File: src/rtl/bc_id_pkg.sv
// Decode-stage types and helpers: opcode constants, the branch-condition
// encoding and the register-source usage tests that drive load-use detection.
package bc_id_pkg;

  localparam logic [6:0] OPC_LUI    = 7'b0110111;
  localparam logic [6:0] OPC_AUIPC  = 7'b0010111;
  localparam logic [6:0] OPC_JAL    = 7'b1101111;
  localparam logic [6:0] OPC_JALR   = 7'b1100111;
  localparam logic [6:0] OPC_BRANCH = 7'b1100011;
  localparam logic [6:0] OPC_LOAD   = 7'b0000011;
  localparam logic [6:0] OPC_STORE  = 7'b0100011;
  localparam logic [6:0] OPC_OPIMM  = 7'b0010011;
  localparam logic [6:0] OPC_OP     = 7'b0110011;

  typedef enum logic [2:0] {
    BR_EQ  = 3'b000,
    BR_NE  = 3'b001,
    BR_LT  = 3'b100,
    BR_GE  = 3'b101,
    BR_LTU = 3'b110,
    BR_GEU = 3'b111
  } br_funct3_e;

  // Unknown opcodes count as reading rs1 so a stall errs on the safe side.
  function automatic logic uses_rs1(input logic [6:0] opcode);
    return !((opcode == OPC_LUI) || (opcode == OPC_AUIPC) || (opcode == OPC_JAL));
  endfunction

  function automatic logic uses_rs2(input logic [6:0] opcode);
    return (opcode == OPC_OP) || (opcode == OPC_BRANCH) || (opcode == OPC_STORE);
  endfunction

endpackage

File: src/rtl/bc_instr_pkg.sv
// Shared RV32 instruction-field helpers: field extractors and opcode class tests
// used by every BureCore stage that looks at a raw instruction word.
package bc_instr_pkg;

  function automatic logic [6:0] opcode_of(input logic [31:0] instr);
    return instr[6:0];
  endfunction

  function automatic logic [4:0] rd_of(input logic [31:0] instr);
    return instr[11:7];
  endfunction

  function automatic logic [2:0] funct3_of(input logic [31:0] instr);
    return instr[14:12];
  endfunction

  function automatic logic [4:0] rs1_of(input logic [31:0] instr);
    return instr[19:15];
  endfunction

  function automatic logic [4:0] rs2_of(input logic [31:0] instr);
    return instr[24:20];
  endfunction

  // OP, OP-IMM, LOAD, LUI, AUIPC, JAL and JALR produce a destination value.
  function automatic logic is_rd_opcode(input logic [6:0] opcode);
    case (opcode)
      7'b0110011, 7'b0010011, 7'b0000011,
      7'b0110111, 7'b0010111, 7'b1101111,
      7'b1100111: return 1'b1;
      default:    return 1'b0;
    endcase
  endfunction

  function automatic logic is_branch_opcode(input logic [6:0] opcode);
    return opcode == 7'b1100011;
  endfunction

endpackage

File: src/rtl/bc_id_fwd_mux.sv
// Priority operand select for one source register; port 0 is the youngest
// producer and wins. Only instantiated when BC_ID_FORWARD_EN is defined.
module bc_id_fwd_mux #(
  parameter int DATA_WIDTH = 32,
  parameter int FWD_PORTS  = 2
) (
  input  logic [4:0]                      rsAddr_i,
  input  logic [DATA_WIDTH-1:0]           rfData_i,
  input  logic [FWD_PORTS-1:0]            fwdWen_i,
  input  logic [FWD_PORTS*5-1:0]          fwdAddr_i,
  input  logic [FWD_PORTS*DATA_WIDTH-1:0] fwdData_i,
  output logic [DATA_WIDTH-1:0]           data_o
);

  // Walk from the oldest port down so the lowest matching index is left standing.
  always_comb begin
    data_o = rfData_i;
    for (int p = FWD_PORTS - 1; p >= 0; p--) begin
      if (fwdWen_i[p] && (fwdAddr_i[p*5 +: 5] == rsAddr_i) && (rsAddr_i != 5'd0)) begin
        data_o = fwdData_i[p*DATA_WIDTH +: DATA_WIDTH];
      end
    end
  end

endmodule

File: src/rtl/bc_stage_id_pipe.sv
// BureCore instruction-decode stage: operand read, early branch resolution and a
// valid/ready output register. Result forwarding is built in with BC_ID_FORWARD_EN.
module bc_stage_id_pipe
  import bc_instr_pkg::*;
  import bc_id_pkg::*;
#(
  parameter int DATA_WIDTH  = 32,
  parameter int INSTR_WIDTH = 32,
  parameter int FWD_PORTS   = 2
) (
  input  logic                            i_clk,
  input  logic                            i_rstn,
  input  logic                            i_flush,
  input  logic                            i_instr_valid,
  output logic                            o_instr_ready,
  input  logic [INSTR_WIDTH-1:0]          i_instr,
  output logic [4:0]                      o_rs1_addr,
  output logic [4:0]                      o_rs2_addr,
  input  logic [DATA_WIDTH-1:0]           i_rs1_data,
  input  logic [DATA_WIDTH-1:0]           i_rs2_data,
  input  logic                            i_ex_load,
  input  logic [4:0]                      i_ex_rd_addr,
`ifdef BC_ID_FORWARD_EN
  input  logic [FWD_PORTS-1:0]            i_fwd_wen,
  input  logic [FWD_PORTS*5-1:0]          i_fwd_addr,
  input  logic [FWD_PORTS*DATA_WIDTH-1:0] i_fwd_data,
`endif
  output logic                            o_decode_valid,
  input  logic                            i_decode_ready,
  output logic [DATA_WIDTH-1:0]           o_rs1_data,
  output logic [DATA_WIDTH-1:0]           o_rs2_data,
  output logic                            o_rd_wen,
  output logic [4:0]                      o_rd_addr,
  output logic [2:0]                      o_funct3,
  output logic                            o_branch_ignit
);

  logic [31:0] instr32;
  logic [6:0]  opcode;
  logic [4:0]  rs1Addr;
  logic [4:0]  rs2Addr;
  logic [4:0]  rdAddr;
  logic [2:0]  funct3;

  assign instr32 = i_instr[31:0];
  assign opcode  = opcode_of(instr32);
  assign rs1Addr = rs1_of(instr32);
  assign rs2Addr = rs2_of(instr32);
  assign rdAddr  = rd_of(instr32);
  assign funct3  = funct3_of(instr32);

  assign o_rs1_addr = rs1Addr;
  assign o_rs2_addr = rs2Addr;

  logic                  decodeValid_q, decodeValid_d;
  logic [DATA_WIDTH-1:0] rs1Data_q, rs1Data_d;
  logic [DATA_WIDTH-1:0] rs2Data_q, rs2Data_d;
  logic                  rdWen_q, rdWen_d;
  logic [4:0]            rdAddr_q, rdAddr_d;
  logic [2:0]            funct3_q, funct3_d;
  logic                  ignit_q, ignit_d;

  logic hazard;
  logic adv;
  logic transfer;

  // A load in EX cannot forward in time, so any real read of its rd must wait a cycle.
  assign hazard = i_instr_valid && i_ex_load && (i_ex_rd_addr != 5'd0) &&
                  ((uses_rs1(opcode) && (i_ex_rd_addr == rs1Addr)) ||
                   (uses_rs2(opcode) && (i_ex_rd_addr == rs2Addr)));

  assign adv           = !decodeValid_q || i_decode_ready;
  assign o_instr_ready = adv && !hazard && !i_flush;
  assign transfer      = i_instr_valid && o_instr_ready;

  logic [DATA_WIDTH-1:0] rs1Raw;
  logic [DATA_WIDTH-1:0] rs2Raw;
  logic [DATA_WIDTH-1:0] rs1Val;
  logic [DATA_WIDTH-1:0] rs2Val;

`ifdef BC_ID_FORWARD_EN
  bc_id_fwd_mux #(
    .DATA_WIDTH (DATA_WIDTH),
    .FWD_PORTS  (FWD_PORTS)
  ) u_fwd_rs1 (
    .rsAddr_i  (rs1Addr),
    .rfData_i  (i_rs1_data),
    .fwdWen_i  (i_fwd_wen),
    .fwdAddr_i (i_fwd_addr),
    .fwdData_i (i_fwd_data),
    .data_o    (rs1Raw)
  );

  bc_id_fwd_mux #(
    .DATA_WIDTH (DATA_WIDTH),
    .FWD_PORTS  (FWD_PORTS)
  ) u_fwd_rs2 (
    .rsAddr_i  (rs2Addr),
    .rfData_i  (i_rs2_data),
    .fwdWen_i  (i_fwd_wen),
    .fwdAddr_i (i_fwd_addr),
    .fwdData_i (i_fwd_data),
    .data_o    (rs2Raw)
  );
`else
  assign rs1Raw = i_rs1_data;
  assign rs2Raw = i_rs2_data;
`endif

  // x0 is hardwired to zero no matter what the register file or a bypass claims.
  assign rs1Val = (rs1Addr == 5'd0) ? '0 : rs1Raw;
  assign rs2Val = (rs2Addr == 5'd0) ? '0 : rs2Raw;

  logic branchCond;

  always_comb begin
    branchCond = 1'b0;
    case (funct3)
      BR_EQ:   branchCond = (rs1Val == rs2Val);
      BR_NE:   branchCond = (rs1Val != rs2Val);
      BR_LT:   branchCond = ($signed(rs1Val) <  $signed(rs2Val));
      BR_GE:   branchCond = ($signed(rs1Val) >= $signed(rs2Val));
      BR_LTU:  branchCond = (rs1Val <  rs2Val);
      BR_GEU:  branchCond = (rs1Val >= rs2Val);
      default: branchCond = 1'b0;
    endcase
  end

  // Flush beats hold; data fields only move on advance and are ignored while invalid.
  always_comb begin
    decodeValid_d = decodeValid_q;
    rs1Data_d     = rs1Data_q;
    rs2Data_d     = rs2Data_q;
    rdWen_d       = rdWen_q;
    rdAddr_d      = rdAddr_q;
    funct3_d      = funct3_q;
    ignit_d       = ignit_q;
    if (i_flush) begin
      decodeValid_d = 1'b0;
    end else if (adv) begin
      decodeValid_d = transfer;
    end
    if (adv) begin
      rs1Data_d = rs1Val;
      rs2Data_d = rs2Val;
      rdWen_d   = is_rd_opcode(opcode) && (rdAddr != 5'd0);
      rdAddr_d  = rdAddr;
      funct3_d  = funct3;
      ignit_d   = is_branch_opcode(opcode) && branchCond;
    end
  end

  always_ff @(posedge i_clk or negedge i_rstn) begin
    if (!i_rstn) begin
      decodeValid_q <= 1'b0;
      rs1Data_q     <= '0;
      rs2Data_q     <= '0;
      rdWen_q       <= 1'b0;
      rdAddr_q      <= '0;
      funct3_q      <= '0;
      ignit_q       <= 1'b0;
    end else begin
      decodeValid_q <= decodeValid_d;
      rs1Data_q     <= rs1Data_d;
      rs2Data_q     <= rs2Data_d;
      rdWen_q       <= rdWen_d;
      rdAddr_q      <= rdAddr_d;
      funct3_q      <= funct3_d;
      ignit_q       <= ignit_d;
    end
  end

  assign o_decode_valid = decodeValid_q;
  assign o_rs1_data     = rs1Data_q;
  assign o_rs2_data     = rs2Data_q;
  assign o_rd_wen       = rdWen_q;
  assign o_rd_addr      = rdAddr_q;
  assign o_funct3       = funct3_q;
  assign o_branch_ignit = ignit_q && decodeValid_q;

endmodule

File: config.mk
export PLATFORM = sky130hd
export DESIGN_NAME = bc_stage_id_pipe
export DESIGN_NICKNAME = d
export VERILOG_FILES = /design/src/rtl/bc_id_pkg.sv /design/src/rtl/bc_instr_pkg.sv /design/src/rtl/bc_id_fwd_mux.sv /design/src/rtl/bc_stage_id_pipe.sv
export SDC_FILE = /design/constraint.sdc
export NUM_CORES = 1
export LEC_CHECK = 0
export ABC_AREA = 0
export BUFFER_PORTS_ARGS = -buffer_cell sky130_fd_sc_hd__buf_2
export CORE_UTILIZATION = 25
export DETAILED_ROUTE_END_ITERATION = 10
export PLACE_DENSITY = 0.45
export REMOVE_ABC_BUFFERS = 1
export SKIP_CTS_REPAIR_TIMING = 1
export SYNTH_ARGS = -nofsm -noshare
export SYNTH_HDL_FRONTEND = slang
export SYNTH_SLANG_ARGS = --single-unit
File: constraint.sdc
create_clock -name i_clk -period 3.3 [get_ports i_clk]
set_input_delay 0.66 -clock i_clk [delete_from_list [all_inputs] [get_ports i_clk]]
set_output_delay 0.66 -clock i_clk [all_outputs]
set_load 0.1 [all_outputs]
==> results.sh <==
export IMPL_cts_buffer_depth=2
export IMPL_start_util_pct=25.9
export IMPL_critPathCaptureType="register"
export IMPL_synthCells=417
export IMPL_mostFrequentLayoutCells="185 x buf_2, 79 x nand2_1, 75 x dfrtp_1"
export IMPL_slowest_delay_ns=0.52
export IMPL_tritoncts="yes"
export IMPL_place_hpwl_mm=8.96
export IMPL_grt_pass1_vias=3748
export IMPL_io_pins=193
export IMPL_hold_path_class="register to register"
export IMPL_worst_hold_slack_ns=0.473
export IMPL_ant_nets=0
export IMPL_fin_skew_ns=0.00558
export IMPL_synth_adder_area_share_pct=9.62
export IMPL_arrival_ns=3.39
export IMPL_setup_viol=0
export IMPL_grt_pass1_wl_mm=18.4
export IMPL_synth_top_family_by_area="simple AND/OR/NAND/NOR gates"
export IMPL_synth_seq_cells=75
export IMPL_power_leakage_nw=2.82
export IMPL_critPathRequiredTime_ns=3.56
export IMPL_num_nets_final=752
export IMPL_grt_total_usage_pct=14.1
export IMPL_cts_clk_slew_worst_paths_ns=0.06
export IMPL_postSynth_asyncResetShare_pct=100
export IMPL_final_cells=833
export IMPL_initialDrtViolationCount=94
export IMPL_tightest_slew_ns=0.976
export IMPL_final_core_util_pct=35.9
export IMPL_routed_wl_mm=11.7
export IMPL_critPathMaxFanout=5
export IMPL_die_x_um=131
export IMPL_coreArea_um2=16100
export IMPL_dieArea_um2=17200
export IMPL_crit_path_top_delay_cell="or4_4"
export IMPL_grt_max_degree=76
export IMPL_regArea_um2=1880
export IMPL_min_period_ns=3.13
export IMPL_fill_cells=1655
export IMPL_drive_above_1_share_pct=43.3
export IMPL_final_common_cell="buf_2"
export IMPL_worstSetupStartpointType="input pin"
export IMPL_multiInputGateArea_um2=2160
export IMPL_hold_viol_final=0
export IMPL_synth_compound_area_share_pct=10.3
export IMPL_grt_overflow=0
export IMPL_power_density_nw_per_um2=533
export IMPL_die_h_um=131
export IMPL_cts_made_buffers=9
export IMPL_synth_xor_area_share_pct=2.10
export IMPL_synth_simple_gate_area_share_pct=18.3
export IMPL_cap_violations=0
export IMPL_yosysWarnings=0
export IMPL_dr_total_vias=3689
export IMPL_syn_area_per_cell_um2=9.98
export IMPL_insertedDiodeCount=0
export IMPL_synthToLayoutAreaGrowth_pct=38.4
export IMPL_finalWeightedCongestion=0.774
export IMPL_synth_distinct_cells=43
export IMPL_grt_setup_unrepaired="no"
export IMPL_p_total_mw=3.07
export IMPL_vdd_drop_max_mv=0.217
export IMPL_wl_per_cell_um=14.0
export IMPL_report_final_slew_viol_count=0
export IMPL_dp_cells=816
export IMPL_first_pass_iters=4
export IMPL_antenna_found_initial=0
export IMPL_ctsRootBufferMaster="clkbuf_16"
export IMPL_place_port_buffers=185
export IMPL_cts_sinks=75
export IMPL_synth_edf_count=0
export IMPL_netlist_area_um2=4160
export IMPL_ys_flop_type="dfrtp_1"
export IMPL_status="complete, no violations"
export IMPL_synthMuxAreaShare_pct=10.8
export IMPL_slew_headroom_pct=34.9
export IMPL_cts_htree_levels=3
export IMPL_vias_per_cell=4.43
export IMPL_rows=46
export IMPL_drc=0
export IMPL_clock_fmax_mhz=320
export IMPL_finalCritPeriodShare_pct=94.8
export IMPL_clkLatencyLatePin_ns=0.34
export IMPL_yosysSeqAreaShare_pct=45.1
export IMPL_worstPathCellList="buf_2 > nor3_2 > nand2_2 > buf_6 > and2_1 > ha_4 > nand4_1 > or4_4 > a21o_1 > o211a_1 > buf_4 > o2111ai_1 > o311ai_2 > o21ai_1"
export IMPL_crit_type="input pin to register"
[per-stage QoR]
step,worst slack [ns],area (um^2),TNS [ns]
2_1_floorplan,-2.87,4020,-170.02
4_1_cts,0.110,5700,0
3_3_place_gp,-0.194,5420,-0.194
6_report,0.173,5760,0
3_5_place_dp,-0.229,5420,-0.229
5_1_grt,0.00236,5760,0
[cells in the mapped netlist (all sizes together) (2+ instances only)]
library cell,n,area [um^2]
clkbuf,17,63.8
dfrtp,75,1880
o211a,2,20.0
a221oi,2,17.5
buf,11,78.8
a21oi,15,75.1
nor2b,2,12.5
nand4,7,50.1
mux2,40,450
or3,2,12.5
nand2,80,300
xor2,5,43.8
nor3,5,30.0
nand3,6,30.0
or4,3,30.0
ha,32,400
o2111ai,2,17.5
xnor2,5,43.8
and2,35,219
o21ai,41,205
inv,4,15.0
nor2,10,37.5
o211ai,2,15.0
[where the power goes]
group / internal [mW] / switching (mW)
combinational: 0.242 / 0.849
sequential: 0.996 / 0.0369
clock: 0.568 / 0.379
[per-layer routing]
metal  track usage (%)  wire (um)  part of all wire, %  vias to the layer above
li1                  -          -                    -                     1842
met1              17.8       5320                   46                     1703
met2              22.8       5460                   47                      133
met3              4.19        751                  6.4                       11
met4              4.87        149                  1.3                        0
met5                 0          0                    0                        -
[flip-flops by register name, summed over array words and instances (netlist names)]
register,cells
o_rs1_data,32
o_rs2_data,32
o_rd_addr,5
o_funct3,3
ignit_q,1
o_decode_valid,1
o_rd_wen,1
[final timing paths]
path / from / endpoint / slack [ns] / cells past startpoint
min in group asynchronous: i_rstn / o_rs2_data[27] / 0.48 / 1
max in group asynchronous: i_rstn / o_funct3[1] / 2.19 / 1
hold / removal: o_rs2_data[14] / o_rs2_data[14] / 0.47 / 2
hold reg to reg: o_rs2_data[14] / o_rs2_data[14] / 0.47 / 2
setup reg to reg: o_decode_valid / ignit_q / 1.44 / 7
setup / recovery: i_instr[16] / ignit_q / 0.17 / 14
[area by class of cell]
type | instances | share of cell area, %
Clock buffer | 14 | 4.76
Tap cell | 216 | 4.69
Clock inverter | 1 | 0.130
Timing Repair Buffer | 213 | 20.0
Multi-Input combinational cell | 310 | 37.6
Inverter | 4 | 0.261
Sequential cell | 75 | 32.6
[cells by family (layout without fill, tap and decap cells)]
family                     count (synthesis)  after routing
AOI/OAI and AO/OA                         73             73
xor gates and xnor gates                  10             10
adders and majority gates                 32             32
buffers and inverters                     32            232
DFF                                       75             75
muxes                                     40             40
and+or+nand+nor                          155            155
[worst max-delay path, delay by kind of cell]
family,cells,cell delay (ns)
fa+ha+maj,1,0.29
compound gates,5,0.84
simple gates,5,1.17
buf+inv,3,0.43
Note: power is estimated with default switching activity, not from simulation.
